==> config.mk <==
export PLATFORM = sky130hd
export DESIGN_NAME = hazard_ctrl
export DESIGN_NICKNAME = d
export VERILOG_FILES = /design/src/rtl/pipe_pkg.sv /design/src/rtl/sat_counter.sv /design/src/rtl/hazard_ctrl.sv
export SDC_FILE = /design/constraint.sdc
export NUM_CORES = 1
export LEC_CHECK = 0
export ABC_AREA = 0
export BUFFER_PORTS_ARGS = -buffer_cell sky130_fd_sc_hd__buf_2
export CAP_MARGIN = 20
export CORE_MARGIN = 1
export CORE_UTILIZATION = 40
export CTS_CLUSTER_SIZE = 10
export DETAILED_ROUTE_END_ITERATION = 8
export GPL_ROUTABILITY_DRIVEN = 0
export MAX_ROUTING_LAYER = met4
export PLACE_DENSITY = 0.66
export RECOVER_POWER = 25
export REMOVE_ABC_BUFFERS = 1
export SLEW_MARGIN = 20
export SYNTH_ARGS = -nofsm -noshare
export SYNTH_HDL_FRONTEND = slang
export SYNTH_SLANG_ARGS = --single-unit
==> constraint.sdc <==
create_clock -name clk -period 3.95 [get_ports clk]
set_clock_uncertainty 0.1 [all_clocks]
set_input_delay 0.1975 -clock clk [delete_from_list [all_inputs] [get_ports clk]]
set_output_delay 0.1975 -clock clk [all_outputs]
set_load 0.05 [all_outputs]
==> src/rtl/pipe_pkg.sv <==
// pipe_pkg: shared hazard-control types and encodings
package pipe_pkg;
    typedef enum logic {IDLE, BUSY} mdu_state_t;
    localparam logic [1:0] FWD_RF   = 2'b00;
    localparam logic [1:0] FWD_WB   = 2'b01;
    localparam logic [1:0] FWD_MEM  = 2'b10;
    localparam logic [1:0] RES_LOAD = 2'b01;
endpackage

==> src/rtl/sat_counter.sv <==
// sat_counter: saturating up-counter with synchronous clear
module sat_counter #(
    parameter int W = 32
) (
    input  logic         clk,
    input  logic         rst_n,
    input  logic         clr,
    input  logic         inc,
    output logic [W-1:0] count
);
    logic [W-1:0] count_q, count_d;
    always_comb count_d = clr ? '0 : (inc && !(&count_q)) ? count_q + 1'b1 : count_q;
    always_ff @(posedge clk) begin
        if (!rst_n) count_q <= '0;
        else        count_q <= count_d;
    end
    assign count = count_q;
endmodule

==> src/rtl/hazard_ctrl.sv <==
// hazard_ctrl: forwarding, stall/flush and MDU sequencing for the 5-stage pipeline
module hazard_ctrl
    import pipe_pkg::*;
#(
    parameter int CNT_W  = 32,
    parameter int REG_AW = 5
) (
    input  logic              clk,
    input  logic              rst_n,
    input  logic [REG_AW-1:0] Rs1D,
    input  logic [REG_AW-1:0] Rs2D,
    input  logic [REG_AW-1:0] Rs1E,
    input  logic [REG_AW-1:0] Rs2E,
    input  logic [REG_AW-1:0] RdE,
    input  logic [REG_AW-1:0] RdM,
    input  logic [REG_AW-1:0] RdW,
    input  logic [1:0]        ResultSrcE,
    input  logic              RegWriteM,
    input  logic              RegWriteW,
    input  logic              PCSrcE,
    input  logic              MulDivE,
    input  logic              mdu_done,
    input  logic              perf_clr,
    output logic [1:0]        ForwardAE,
    output logic [1:0]        ForwardBE,
    output logic              StallF,
    output logic              StallD,
    output logic              StallE,
    output logic              FlushD,
    output logic              FlushE,
    output logic              FlushM,
    output logic              mdu_start,
    output logic [CNT_W-1:0]  stall_cycles,
    output logic [CNT_W-1:0]  flush_count
);
    mdu_state_t state_q, state_d;
    logic [1:0] fwd_a, fwd_b;
    logic       lw_stall, mdu_stall, idle;

    always_comb begin
        fwd_a     = (Rs1E != '0 && Rs1E == RdM && RegWriteM) ? FWD_MEM :
                    (Rs1E != '0 && Rs1E == RdW && RegWriteW) ? FWD_WB : FWD_RF;
        fwd_b     = (Rs2E != '0 && Rs2E == RdM && RegWriteM) ? FWD_MEM :
                    (Rs2E != '0 && Rs2E == RdW && RegWriteW) ? FWD_WB : FWD_RF;
        lw_stall  = (ResultSrcE == RES_LOAD) && RdE != '0 && (RdE == Rs1D || RdE == Rs2D);
        idle      = state_q == IDLE;
        mdu_stall = idle ? MulDivE : !mdu_done;
        state_d   = idle ? (MulDivE ? BUSY : IDLE) : (mdu_done ? IDLE : BUSY);
        ForwardAE = rst_n ? fwd_a : FWD_RF;
        ForwardBE = rst_n ? fwd_b : FWD_RF;
        StallF    = rst_n && (mdu_stall || lw_stall);
        StallD    = StallF;
        StallE    = rst_n && mdu_stall;
        FlushM    = StallE;
        FlushD    = !rst_n || (PCSrcE && !mdu_stall);
        FlushE    = !rst_n || ((PCSrcE || lw_stall) && !mdu_stall);
        mdu_start = rst_n && idle && MulDivE;
    end

    always_ff @(posedge clk) begin
        if (!rst_n) state_q <= IDLE;
        else        state_q <= state_d;
    end

    sat_counter #(.W(CNT_W)) u_stall_cnt (
        .clk(clk), .rst_n(rst_n), .clr(perf_clr), .inc(StallF), .count(stall_cycles)
    );
    sat_counter #(.W(CNT_W)) u_flush_cnt (
        .clk(clk), .rst_n(rst_n), .clr(perf_clr), .inc(FlushD), .count(flush_count)
    );
endmodule

# After elaboration in Yosys (flattened, before gate mapping)
# Cells that the tools add are included.
# op_classes
addsub	2
eq_ne	7
n_mux	10
n_bitwise	2
reduce_logical	34
# op_table
op	count
32-bit by 1-bit adder with 32-bit output, second input constant	2
32-bit AND reduction	2
5-bit == test	6
1-bit logical AND	18
5-bit nonzero test	3
2-bit 2-to-1 mux	4
1-bit 2-to-1 mux	6
1-bit zero test	5
1-bit logical OR	5
2-bit by 1-bit == test with 1-bit output, second input constant	1
1-bit inverter	2
2-bit OR reduction	1
# totals
reg_bits	65

# Depth between registers and ports, before layout
# depth
word_depth	6
depth_mapped	9
depth_no_buf	7

# Modules after synthesis
# A second synthesis with hierarchy kept.
# unflattened
hier_cells	476
hier_area_um2	3811.2
# by_module_without_submodules
module	instances	cells_each	area_each_um2	seq_area_each_um2
sat_counter	2	203	1634.1	640.6
hazard_ctrl	1	70	543.0	20.0

# Least setup slack after synthesis
# Ideal clock, no wire load.
# synth_path
path_kind	input to output
startpoint	in Rs1E[1]
endpoint	out ForwardAE[0]
t_arrival_ps	2434
path_slack_ps	1218
cell_stages	4
cell_sequence	or4_1 > nor2_1 > nor4_1 > nor4_1
# synth_between
elab_chain_cells	6
# synth_lines
element	line_no	rtl
start, declared	hazard_ctrl.sv:12	input logic [REG_AW-1:0] Rs1E,
5-bit == test or 5-bit nonzero test (tied branches)	hazard_ctrl.sv:42, hazard_ctrl.sv:41	
1-bit logical AND (2 in a row)	hazard_ctrl.sv:42	(Rs1E != '0 && Rs1E == RdW && RegWriteW) ? FWD_WB : FWD_RF;
1-bit 2-to-1 mux	hazard_ctrl.sv:42	
2-bit 2-to-1 mux (*)	hazard_ctrl.sv:41	fwd_a = (Rs1E != '0 && Rs1E == RdM && RegWriteM) ? FWD_MEM :
2-bit 2-to-1 mux (*)	hazard_ctrl.sv:49	ForwardAE = rst_n ? fwd_a : FWD_RF;
end, declared	hazard_ctrl.sv:24	output logic [1:0] ForwardAE,
# Every way passes the cells marked *; elsewhere a longest branch is shown, timed or not.

# Worst setup path in the final report
# layout_path
startpoint	reg u_stall_cnt.count_q[4] (netlist: u_stall_cnt.count[4])
endpoint	reg u_stall_cnt.count_q[1] (netlist: u_stall_cnt.count[1])
# layout_between
elab_chain_cells	3
# layout_lines
element	line_no	rtl
start, declared	sat_counter.sv:11	logic [W-1:0] count_q, count_d;
start signal, assigned	sat_counter.sv:15	else count_q <= count_d;
32-bit AND reduction	sat_counter.sv:12	always_comb count_d = clr ? '0 : (inc && !(&count_q)) ? count_q + 1'b1 : count_q;
1-bit zero test	sat_counter.sv:12	
1-bit logical AND	sat_counter.sv:12	
# Every way passes these cells.
# A chain may end at the register's enable or synchronous reset.

==> results by group <==
Final layout
  • Most frequent standard cell in the layout excluding fill and tap cells: sky130_fd_sc_hd__buf_2
  • Commonest cells after routing, fill and taps aside: 85 x sky130_fd_sc_hd__buf_2, 65 x sky130_fd_sc_hd__dfxtp_1, 39 x sky130_fd_sc_hd__nor2_1
  • Growth of design area from synthesis to finish: 20.0%
  • Net count, final: 611
  • Fraction of final layout cells with drive strength greater than 1: 20.6%
  • Number of antenna repair diodes: 0

Clock network
  • Number of buffers inserted by hold repair at cts: 0
  • Number of H-tree levels: 3
  • Count of cells resized by post-cts repair: 0
  • Latest clock arrival within the worst-skew pair: 0.34 ns
  • Number of clock sinks: 65
  • Clock tree from TritonCTS: done
  • Post-CTS setup-driven buffer insertion count: 0
  • Root buffer cell: sky130_fd_sc_hd__clkbuf_8
  • Clock transition at path regs: 0.08 ns
  • CTS buffer count: 9
  • Number of buffers between clock root and the deepest sink: 2

Synth
  • Mapped cell area: 3830 sq um
  • Share of synthesized area occupied by flip-flops and latches: 34.0%
  • Count of warnings emitted by yosys: 0
  • Seq cells post-synth: 65
  • Mean cell area of the mapped netlist: 8.45 sq um
  • Number of standard cells after synthesis: 453
  • Count of distinct cell types in the synthesized netlist: 58

Timing
  • Total Neg Setup Slack: 0 ns
  • Fin crit period: 2.53 ns
  • Unrepaired setup endpoints after global routing: no
  • Max Clk Rate: 395 MHz
  • Final number of hold-violating endpoints: 0
  • Pins Over Slew Limit: 0
  • Worst-case headroom to the max-slew limit: 48.2%
  • Final worst path period share: 64.1%
  • Hold slack final: 0.198 ns
  • Number of setup violations in the final report: 0
  • Tightest Pin Transition: 0.776 ns

Floorplan
  • Area of the core: 9240 sq um
  • Number of ports placed on the die boundary: 120
  • DIE HEIGHT: 99.8 microns
  • Die area: 9960 sq um
  • Number of rows in the core area: 35
  • Die X: 99.8 microns
  • Initial Utilization: 41.4%

Place
  • HPWL reported at the end of detailed placement: 7450 microns
  • Input/output buffers: 119

Power and ir drop
  • Power spent charging and discharging nets: 353 uW
  • Internal power component: 951 uW
  • Static leakage: 0.00163 uW
  • Clock share of power: 37.8%
  • Total power draw: 1300 uW
  • Share of total power consumed by net switching: 27.1%
  • Register share of total power: 50.6%
  • Share of total power in combinational logic: 11.6%
  • Power density over the cells: 284 nW/um^2
  • VDD IR max: 0.135 mV

Drt
  • Number of DRC violations after detailed-routing iteration 0: 131
  • Number of search-and-repair iterations in the first detailed-routing pass: 4
  • Remaining antenna violation count: 0
  • Number of vias per cell after detailed routing: 5.48
  • Detailed-route DRC error count: 0
  • WL/cell: 14.7 microns
  • Detailed-route via count: 3818
  • Post-Route WL: 10200 microns

Setup path
  • Arrival @ worst endpoint: 2.65 ns
  • Nature of the critical path endpoint: register
  • Startpoint class of the critical path: register
  • CP Class: reg -> reg
  • Max Fanout on Critical Path: 56
  • Required time reported for the critical path endpoint: 4.07 ns

GRT
  • First-pass GRT wire length: 16100 microns
  • Maximum number of pins on one net before global-route repair: 57
  • Via count of the first global-routing pass: 3412
  • Initial antenna violation count: 0
  • Overall overflow remaining after global route: 0
  • Overall track demand over capacity in global routing: 20.6%

Status
  • Run status: finished, final reports clean

Flow run
  • Reported max-cap violation count: 0

Worst hold path
  • Class of the tightest hold or removal check: in -> reg
cells in the mapped netlist, drive strengths merged:
cell,number,share of area (%)
dfxtp,65,34
nor2,40,4.1
nand2,33,3.3
xnor2,33,7.6
a21oi,29,3.8
nand4,25,4.6
nand3,24,3.6
or4,23,4.5
xor2,22,5.0
o21ai,16,2.1
o31ai,16,3.1
and4,12,2.8
buf,11,2.5
clkbuf,11,1.1
or3,11,1.9
inv,9,0.88
nor3,9,1.6
and3,8,1.3
nor4,8,1.7
and2,7,1.1
o211ai,5,0.98
nand4b,4,0.92
nor2b,4,0.65
nor3b,4,0.78
nand2b,3,0.49
or4b,3,0.78
ha,2,0.65
nor4b,2,0.46
o221ai,2,0.92
a211oi,1,0.20
a21o,1,0.20
a221oi,1,0.23
a311oi,1,0.23
a31oi,1,0.16
a41oi,1,0.23
mux2i,1,0.26
o21a,1,0.20
o22ai,1,0.33
o31a,1,0.23
o41ai,1,0.23
or2,1,0.16
critical path: stages, from the launching register on:
cell and delay [ns]:
sky130_fd_sc_hd__dfxtp_1 0.41, sky130_fd_sc_hd__and4_1 0.44, sky130_fd_sc_hd__nand4_4 0.15, sky130_fd_sc_hd__or3_4 0.37, sky130_fd_sc_hd__o221ai_4 0.18, sky130_fd_sc_hd__buf_4 0.46, sky130_fd_sc_hd__mux2i_1 0.24, sky130_fd_sc_hd__nor2_1 0.05
registers in the layout (all words and copies together) (netlist names):
| name | flops |
|---|---|
| state_q | 1 |
| u_flush_cnt.count | 32 |
| u_stall_cnt.count | 32 |
final timing paths:
path                         start                     to  slack (ns)  depth (start not counted)
max reg2reg   u_stall_cnt.count[4]   u_stall_cnt.count[1]        1.42                          7
min                          rst_n  u_stall_cnt.count[28]        0.20                          3
min reg2reg  u_stall_cnt.count[10]  u_stall_cnt.count[10]        0.40                          2
max           u_stall_cnt.count[4]   u_stall_cnt.count[1]        1.42                          7
metrics by stage:
| step | cells | setup slack (ns) | utilization [%] | cell area, sq um |
|---|---|---|---|---|
| after floorplan | 431 | 0.924 | - | 3690 |
| after global placement | 682 | 1.48 | 48.4 | 4470 |
| after detailed placement | 682 | 1.42 | 48.4 | 4470 |
| after CTS | 697 | 1.42 | 50.2 | 4630 |
| after global routing | 697 | 1.20 | 49.7 | 4590 |
| final | 697 | 1.42 | 49.7 | 4590 |
layout make-up:
class	count	area, sq um
Fill cell	948	4650
Multi-Input combinational cell	357	2360
Sequential cell	65	1300
Timing Repair Buffer	122	576
Tap cell	129	161
Clock buffer	12	145
Inverter	9	33.8
Clock inverter	3	17.5
power groups by stage:
stage | sequential (uW) | combinational [uW] | clock, uW
after floorplan | 679 | 86.3 | 0
after global placement | 674 | 147 | 0
after detailed placement | 675 | 150 | 0
after CTS | 659 | 151 | 508
after global routing | 659 | 163 | 536
final | 660 | 151 | 493
cell families (layout without fill, tap and decap cells):
group | Yosys count | count (layout) | synth area share [%]
compound gates | 78 | 78 | 13.1
xor+xnor | 55 | 55 | 12.6
fa+ha+maj | 2 | 2 | 0.654
buf+inv | 31 | 146 | 4.48
flops | 65 | 65 | 34.0
mux | 1 | 1 | 0.262
simple gates | 221 | 221 | 34.9
routing by layer:
metal	vias up	track usage, %	part of all wire (%)
met3	10	3.97	5.8
met4	0	7.69	1.2
met1	1782	24.9	45
met5	-	-	0
li1	1909	-	-
met2	117	34.2	48
Note: power is estimated with default switching activity, not from simulation.
